File: config.mk
export PLATFORM = sky130hd
export DESIGN_NAME = lock_sequencer
export DESIGN_NICKNAME = d
export VERILOG_FILES = /design/src/rtl/lock_sequencer.sv
export SDC_FILE = /design/constraint.sdc
export NUM_CORES = 1
export LEC_CHECK = 0
export CORE_MARGIN = 2
export CORE_UTILIZATION = 40
export CTS_CLUSTER_SIZE = 8
export DETAILED_ROUTE_END_ITERATION = 12
export GPL_ROUTABILITY_DRIVEN = 1
export PLACE_DENSITY = 0.69
export SYNTH_ARGS = -nofsm -noshare
export SYNTH_HDL_FRONTEND = slang
export SYNTH_SLANG_ARGS = --single-unit
export TNS_END_PERCENT = 1
File: constraint.sdc
create_clock -name clk5 -period 2.2 [get_ports clk5]
set_input_delay 0.44 -clock clk5 [delete_from_list [all_inputs] [get_ports clk5]]
set_output_delay 0.44 -clock clk5 [all_outputs]
set_load 0.01 [all_outputs]
File: src/rtl/lock_sequencer.sv
// lock_sequencer: four-digit keypad lock sequencer.
//   Steps an expected-digit position (which_state) forward on each correct
//   key press. After four correct digits it opens the lock for RELOCK_CYCLES
//   cycles. After MAX_FAILS wrong digits it ignores the keypad for
//   LOCKOUT_CYCLES cycles.
// Ports:
//   clk5        in   system clock, rising edge
//   reset       in   asynchronous active-high reset
//   keycode     in   [4:0] keypad code (bit4 = key held, 5'b11100 = Clear)
//   digit_ok    in   external comparator: keycode matches digit at which_state
//   which_state out  [2:0] expected digit position 1..4, 0 when not in entry
//   unlock      out  lock open
//   locked_out  out  keypad ignored after too many failures
//   fail_count  out  [1:0] wrong digits since last open, lockout or reset
module lock_sequencer #(
  parameter int RELOCK_CYCLES  = 50,
  parameter int LOCKOUT_CYCLES = 100,
  parameter int MAX_FAILS      = 3
) (
  input  logic       clk5,
  input  logic       reset,
  input  logic [4:0] keycode,
  input  logic       digit_ok,
  output logic [2:0] which_state,
  output logic       unlock,
  output logic       locked_out,
  output logic [1:0] fail_count
);

  localparam int MAX_CYC = (RELOCK_CYCLES > LOCKOUT_CYCLES) ? RELOCK_CYCLES : LOCKOUT_CYCLES;
  localparam int TW      = $clog2(MAX_CYC) + 1;

  localparam logic [TW-1:0] RELOCK_LOAD  = TW'(RELOCK_CYCLES - 1);
  localparam logic [TW-1:0] LOCKOUT_LOAD = TW'(LOCKOUT_CYCLES - 1);
  localparam logic [TW-1:0] TIMER_ZERO   = TW'(0);
  localparam logic [TW-1:0] TIMER_ONE    = TW'(1);
  localparam logic [1:0]    FAIL_LIMIT   = 2'(MAX_FAILS);
  localparam logic [4:0]    KEY_CLEAR    = 5'b11100;

  typedef enum logic [1:0] {
    ENTRY   = 2'b00,
    OPEN    = 2'b01,
    LOCKOUT = 2'b10
  } state_t;

  state_t        state_r;
  logic [2:0]    pos_r;
  logic [TW-1:0] timer_r;
  logic          key_prev_r;

  logic          press_s;
  logic          is_clear_s;
  logic [1:0]    fail_next_s;

  // A press is the rising edge of the key-held bit, so a held key counts once.
  assign press_s     = keycode[4] & ~key_prev_r;
  assign is_clear_s  = (keycode == KEY_CLEAR);
  // Cannot wrap: entry always leaves for lockout once the limit is reached.
  assign fail_next_s = fail_count + 2'd1;

  // Key-held history; reset to 1 so a key held across reset release is not a press.
  always_ff @(posedge clk5 or posedge reset) begin
    if (reset) begin
      key_prev_r <= 1'b1;
    end else begin
      key_prev_r <= keycode[4];
    end
  end

  // Main sequencer: state, position, timer and all registered outputs.
  always_ff @(posedge clk5 or posedge reset) begin
    if (reset) begin
      state_r     <= ENTRY;
      pos_r       <= 3'd1;
      timer_r     <= TIMER_ZERO;
      which_state <= 3'b001;
      unlock      <= 1'b0;
      locked_out  <= 1'b0;
      fail_count  <= 2'd0;
    end else begin
      case (state_r)
        ENTRY: begin
          if (press_s) begin
            if (is_clear_s) begin
              pos_r       <= 3'd1;
              which_state <= 3'b001;
            end else if (digit_ok) begin
              if (pos_r < 3'd4) begin
                pos_r       <= pos_r + 3'd1;
                which_state <= pos_r + 3'd1;
              end else begin
                state_r     <= OPEN;
                pos_r       <= 3'd1;
                fail_count  <= 2'd0;
                timer_r     <= RELOCK_LOAD;
                which_state <= 3'b000;
                unlock      <= 1'b1;
              end
            end else begin
              pos_r      <= 3'd1;
              fail_count <= fail_next_s;
              if (fail_next_s == FAIL_LIMIT) begin
                state_r     <= LOCKOUT;
                timer_r     <= LOCKOUT_LOAD;
                which_state <= 3'b000;
                locked_out  <= 1'b1;
              end else begin
                which_state <= 3'b001;
              end
            end
          end
        end

        OPEN: begin
          // Clear relocks early; otherwise leave on the edge that sees timer 0.
          if ((press_s && is_clear_s) || (timer_r == TIMER_ZERO)) begin
            state_r     <= ENTRY;
            pos_r       <= 3'd1;
            timer_r     <= TIMER_ZERO;
            which_state <= 3'b001;
            unlock      <= 1'b0;
          end else begin
            timer_r <= timer_r - TIMER_ONE;
          end
        end

        LOCKOUT: begin
          // Keypad fully ignored here, Clear included.
          if (timer_r == TIMER_ZERO) begin
            state_r     <= ENTRY;
            pos_r       <= 3'd1;
            which_state <= 3'b001;
            locked_out  <= 1'b0;
            fail_count  <= 2'd0;
          end else begin
            timer_r <= timer_r - TIMER_ONE;
          end
        end

        default: begin
          state_r     <= ENTRY;
          pos_r       <= 3'd1;
          timer_r     <= TIMER_ZERO;
          which_state <= 3'b001;
          unlock      <= 1'b0;
          locked_out  <= 1'b0;
          fail_count  <= 2'd0;
        end
      endcase
    end
  end

endmodule

---- After elaboration in Yosys (flattened, before gate mapping) ----
Cells that the tools add are included.
storage, ports and cells
  bits of input ports ..................... 8
  output and inout bits ................... 7
  register bits after elaboration ......... 21
  word-level logic and storage cells ...... 87
cells by class
  bitwise gates (word level) .............. 4
  order comparisons ....................... 1
  eq/ne operators ......................... 15
  add/sub/neg operators ................... 3
  reductions and logical operators ........ 10
  multiplexer cells ....................... 46
operators by type and width
  cell                                                                    number
  8-bit two-way mux                                                       7
  3-bit two-way mux                                                       10
  8-bit case mux with 3 select lines                                      1
  2-bit two-way mux                                                       11
  2-bit != test (second input constant)                                   9
  3-bit case mux with 3 select lines                                      2
  6-bit AND reduction                                                     3
  2-bit case mux with 3 select lines                                      2
  1-bit two-way mux                                                       11
  5-bit AND reduction                                                     2
  8-bit zero test                                                         1
  8-bit by 1-bit subtractor with 8-bit output (second input constant)     1
  3-bit != test (second input constant)                                   2
  1-bit case mux with 3 select lines                                      2
  5-bit equality test (second input constant)                             1
  2-bit equality test (second input constant)                             2
  3-bit by 1-bit adder with 3-bit output (second input constant)          1
  3-bit less-than comparator (second input constant)                      1
  1-bit NOT                                                               3
  3-bit AND reduction                                                     1
  2-bit by 1-bit adder with 2-bit output (second input constant)          1
  2-bit by 1-bit equality test with 1-bit output (second input constant)  1
  2-bit zero test                                                         1
  1-bit AND                                                               1
  other kinds (2)                                                         2

---- Logic depth before layout (Yosys ltp) ----
  depth in word-level cells ............... 7
  gate-level depth with buffers ........... 8

---- Worst setup path after synthesis ----
No wires, ideal clock.
  kind .................................... register -> register
  start point ............................. reg timer_r[0]
  end point ............................... reg pos_r[0]
  slack ................................... 0.147 ns
  arrival time ............................ 1.971 ns
  period minus slack after synthesis ...... 2.053 ns
  stages on the path, launching flop included .. 8
  required time ........................... 2.118 ns
  buffers on the path ..................... 0
  cell sequence ........................... dfrtp_1 > inv_1 > ha_1 > or3b_2 > nor2_1 > a211oi_1 > nor2_2 > mux2_2
between the ends
  word-level cells in the longest chain between the ends .. 4
  elaborated cells between the ends (all ways) .. 5
ends and longest elaborated chain
  what                                    RTL line  source
  start, declared                         48        logic [TW-1:0] timer_r;
  start signal, assigned                  123       timer_r <= timer_r - TIMER_ONE;
  start signal, assigned                  136       timer_r <= timer_r - TIMER_ONE;
  8-bit zero test *                       116, 129
  1-bit logical OR                        116       if ((press_s && is_clear_s) || (timer_r == TIMER_ZERO)) begin
  2-bit != test (no source line)          -
  3-bit AND reduction (no source line) *  -
  end signal, assigned                    89        pos_r <= pos_r + 3'd1;
  end, declared                           47        logic [2:0] pos_r;
Every way passes the cells marked *; elsewhere a longest branch is shown, timed or not.
A chain may end at the register's enable or synchronous reset.

---- Final worst setup path ----
  start point ............................. in keycode[2]
  end point ............................... reg timer_r[3]
between the ends
  word-level cells in the longest chain between the ends .. 5
  elaborated cells between the ends (all ways) .. 7
ends and longest elaborated chain
  what                                RTL line  source
  start, declared                     22        input logic [4:0] keycode,
  5-bit equality test *               57        assign is_clear_s = (keycode == KEY_CLEAR);
  1-bit logical AND                   116
  1-bit logical OR                    116
  8-bit two-way mux                   116
  8-bit case mux with 3 select lines  81        case (state_r)
Marked as above.

==> key figures <==
Status
  • Status: complete, no violations

Setup path
  • Startpoint Class: input pin
  • Crit path cell chain: clkdlybuf4s50_1, or4bb_1, o221ai_2, buf_4, o21ai_0, a21oi_1, a311oi_2
  • CP Class: in2reg
  • WP data required: 2.37 ns
  • CP Max Fanout: 9
  • Type of destination of the critical path: register
  • Arr. time, crit path: 2.23 ns
  • CP Buf/Inv Count: 2
  • CP Depth: 7
  • Register-to-register path setup slack: 0.15 ns
  • CP peak stage delay: 0.52 ns
  • Crit path max-delay cell type: or4bb_1
  • CP top delay family: buffers and inverters
  • Worst Reg-to-Reg Cells: 6

Finish
  • # diodes: 0
  • Commonest non-fill, non-tap cell in the layout: buf_4
  • Ratio of cells with drive above 1 in the final layout: 24.1%
  • Final non-filler cell total: 193
  • Filler cells: 261
  • Fin area: 1540 µm²
  • Layout area overhead: 27.5%
  • Final net count: 175
  • Post-layout util: 54.7%
  • Commonest non-fill, non-tap cells in the layout: buf_4 (17), dfrtp_1 (16), clkdlybuf4s50_1 (14)

STA
  • Post-Route Setup TNS: 0 ns
  • Max Slew Vio Count: 0
  • Min Tclk post-route: 2.06 ns
  • Unrepaired setup endpoints after global routing: false
  • Final setup fails: 0
  • Max-slew headroom: 61.0%
  • Fin crit share: 93.7%
  • Layout Skew: 0.00123 ns
  • Hold_ws: 0.451 ns
  • Worst slew pin tran: 0.580 ns
  • Final WS setup: 0.140 ns
  • Hold Vio Cnt, Final: 0
  • Fmax achieved: 485 MHz

Placement
  • Dpl ws: -0.216 ns
  • Post-Place Cells: 187
  • Placed inst area: 1460 µm²
  • RePlAce Congestion: 0.888
  • Port bufs: 14
  • Post-DP HPWL: 2090 µm

Clocking
  • TritonCTS Buffers: 3
  • Clock root buffer: clkbuf_4
  • # clock sinks: 19
  • CTS tree: built
  • Clk slew on worst S/H paths: 0.11 ns
  • Skew-Pair Late Insertion Delay: 0.30 ns
  • Longest Clk Path Bufs: 2
  • H-tree depth: 1

Detailed routing
  • ANT nets after route: 0
  • Avg WL per Cell: 14.1 µm
  • Starting DRT DRC Count: 17
  • TritonRoute pass-1 iters: 4
  • DRT Wirelength: 2730 µm
  • DR DRC count: 0
  • Via/cell ratio: 5.78
  • Vias post-DR: 1115

Synthesis
  • Top post-synthesis cells by area: dfrtp_1 (33%), dfstp_2 (6.5%), o21ai_0 (5.0%), a21oi_1 (4.2%), ha_1 (4.2%)
  • Sequential share of the synthesized area: 39.8%
  • Fraction of registers with async set/reset: 100%
  • Yosys Warn Count: 0
  • Cell Area, Synth: 1200 µm²
  • Area leader, netlist: dfrtp_1
  • Mapped Cells: 134
  • Mean Syn Cell Area: 8.98 µm²
  • Main synth FF type: dfrtp_1
  • Synth Net Count: 146
  • Yosys reg bits: 19
  • Synth top area share: 33.3%
  • Post-synth EDFFs: 0
  • Unique masters post-synth: 44

Floorplan
  • Die width: 58.9 µm
  • I/O pin count: 15
  • Core area: 2810 µm²
  • Die area: 3460 µm²
  • Starting density of the core: 42.9%
  • Row count: 19
  • Die Height: 58.9 µm

Global route
  • Largest net degree at the start of global routing: 20
  • Vias in the first global route: 1133
  • GRT overflow: 0
  • Initial antenna violation count: 0
  • Total global-route track usage: 17.7%
  • First-pass GRT wire length: 4780 µm

Hold path
  • Hold Crit Class: in2async

Power and ir drop
  • PwrDens: 1220 nW/µm²
  • Max rail drop VDD: 0.499 mV
  • Pwr Total: 1.87 mW
  • P_leak: 0.661 nW

Run
  • Max-cap violation count: 0
Yosys cell counts, drive strengths merged (3+ instances only):
master / instances
ha: 4
mux2i: 3
clkbuf: 3
o22ai: 3
a311oi: 3
mux2: 4
a211oi: 3
o21ai: 12
nand2: 8
nor3: 5
dfstp: 3
inv: 10
nor4: 3
nor2: 14
dfrtp: 16
buf: 4
a21oi: 10
registers in the layout, summed over array words and instances, names as in the netlist:
signal,count
timer_r,8
fail_count,2
pos_r,2
state_r,2
which_state,2
key_prev_r,1
locked_out,1
unlock,1
area by class of cell:
cell class                 count  area, µm²  area share [%]
clock buffer                   3       22.5            1.47
timing repair buffer          31        268            17.4
inverter                      10       37.5            2.44
tap                           31       38.8            2.53
multi-input combinational     98        684            44.6
sequential                    19        479            31.2
clock inverter                 1       5.00           0.326
cell families (layout without fill, tap and decap cells):
| family | after synthesis | after routing | share of synthesized area, % |
|---|---|---|---|
| muxes | 7 | 7 | 6.24 |
| buffers and inverters | 17 | 45 | 6.13 |
| DFF | 19 | 19 | 39.8 |
| adders and majority gates | 4 | 4 | 4.16 |
| AOI/OAI and AO/OA | 44 | 44 | 24.2 |
| and+or+nand+nor | 43 | 43 | 19.4 |
tightest hold or removal path, cell delays in order:
cell and delay (ns):
clkdlybuf4s50_1 0.40, inv_1 0.05, buf_4 0.25
power breakdown:
group | internal [mW] | switching [mW] | leakage, nW
logic | 0.536 | 0.524 | 0.411
clock network | 0.0677 | 0.114 | 0.0177
registers | 0.497 | 0.133 | 0.233
timing repair:
| action | CTS | global route |
|---|---|---|
| hold buffers | 0 | 0 |
| endpoints found under the setup margin | 0 | 13 |
| buffers inserted | 0 | 2 |
| resized for setup | 0 | 6 |
metal layers:
metal / global-route usage [%] / vias up / wire length (µm) / share of wire [%]
met2: 29.8 / 24 / 1380 / 51
met1: 23.5 / 538 / 1220 / 45
met4: 6.17 / 0 / 25 / 0.92
met3: 1.98 / 4 / 100 / 3.7
li1: - / 549 / - / -
met5: 0 / - / 0 / 0
path summary, 6_finish.rpt:
path | from | to
max | keycode[2] | timer_r[3]
min | reset | fail_count[1]
max reg2reg | timer_r[1] | timer_r[2]
min reg2reg | timer_r[7] | timer_r[7]
max in group asynchronous | reset | which_state[0]
min in group clk5 | timer_r[7] | timer_r[7]
No activity file was read; power rests on OpenSTA's default activity.
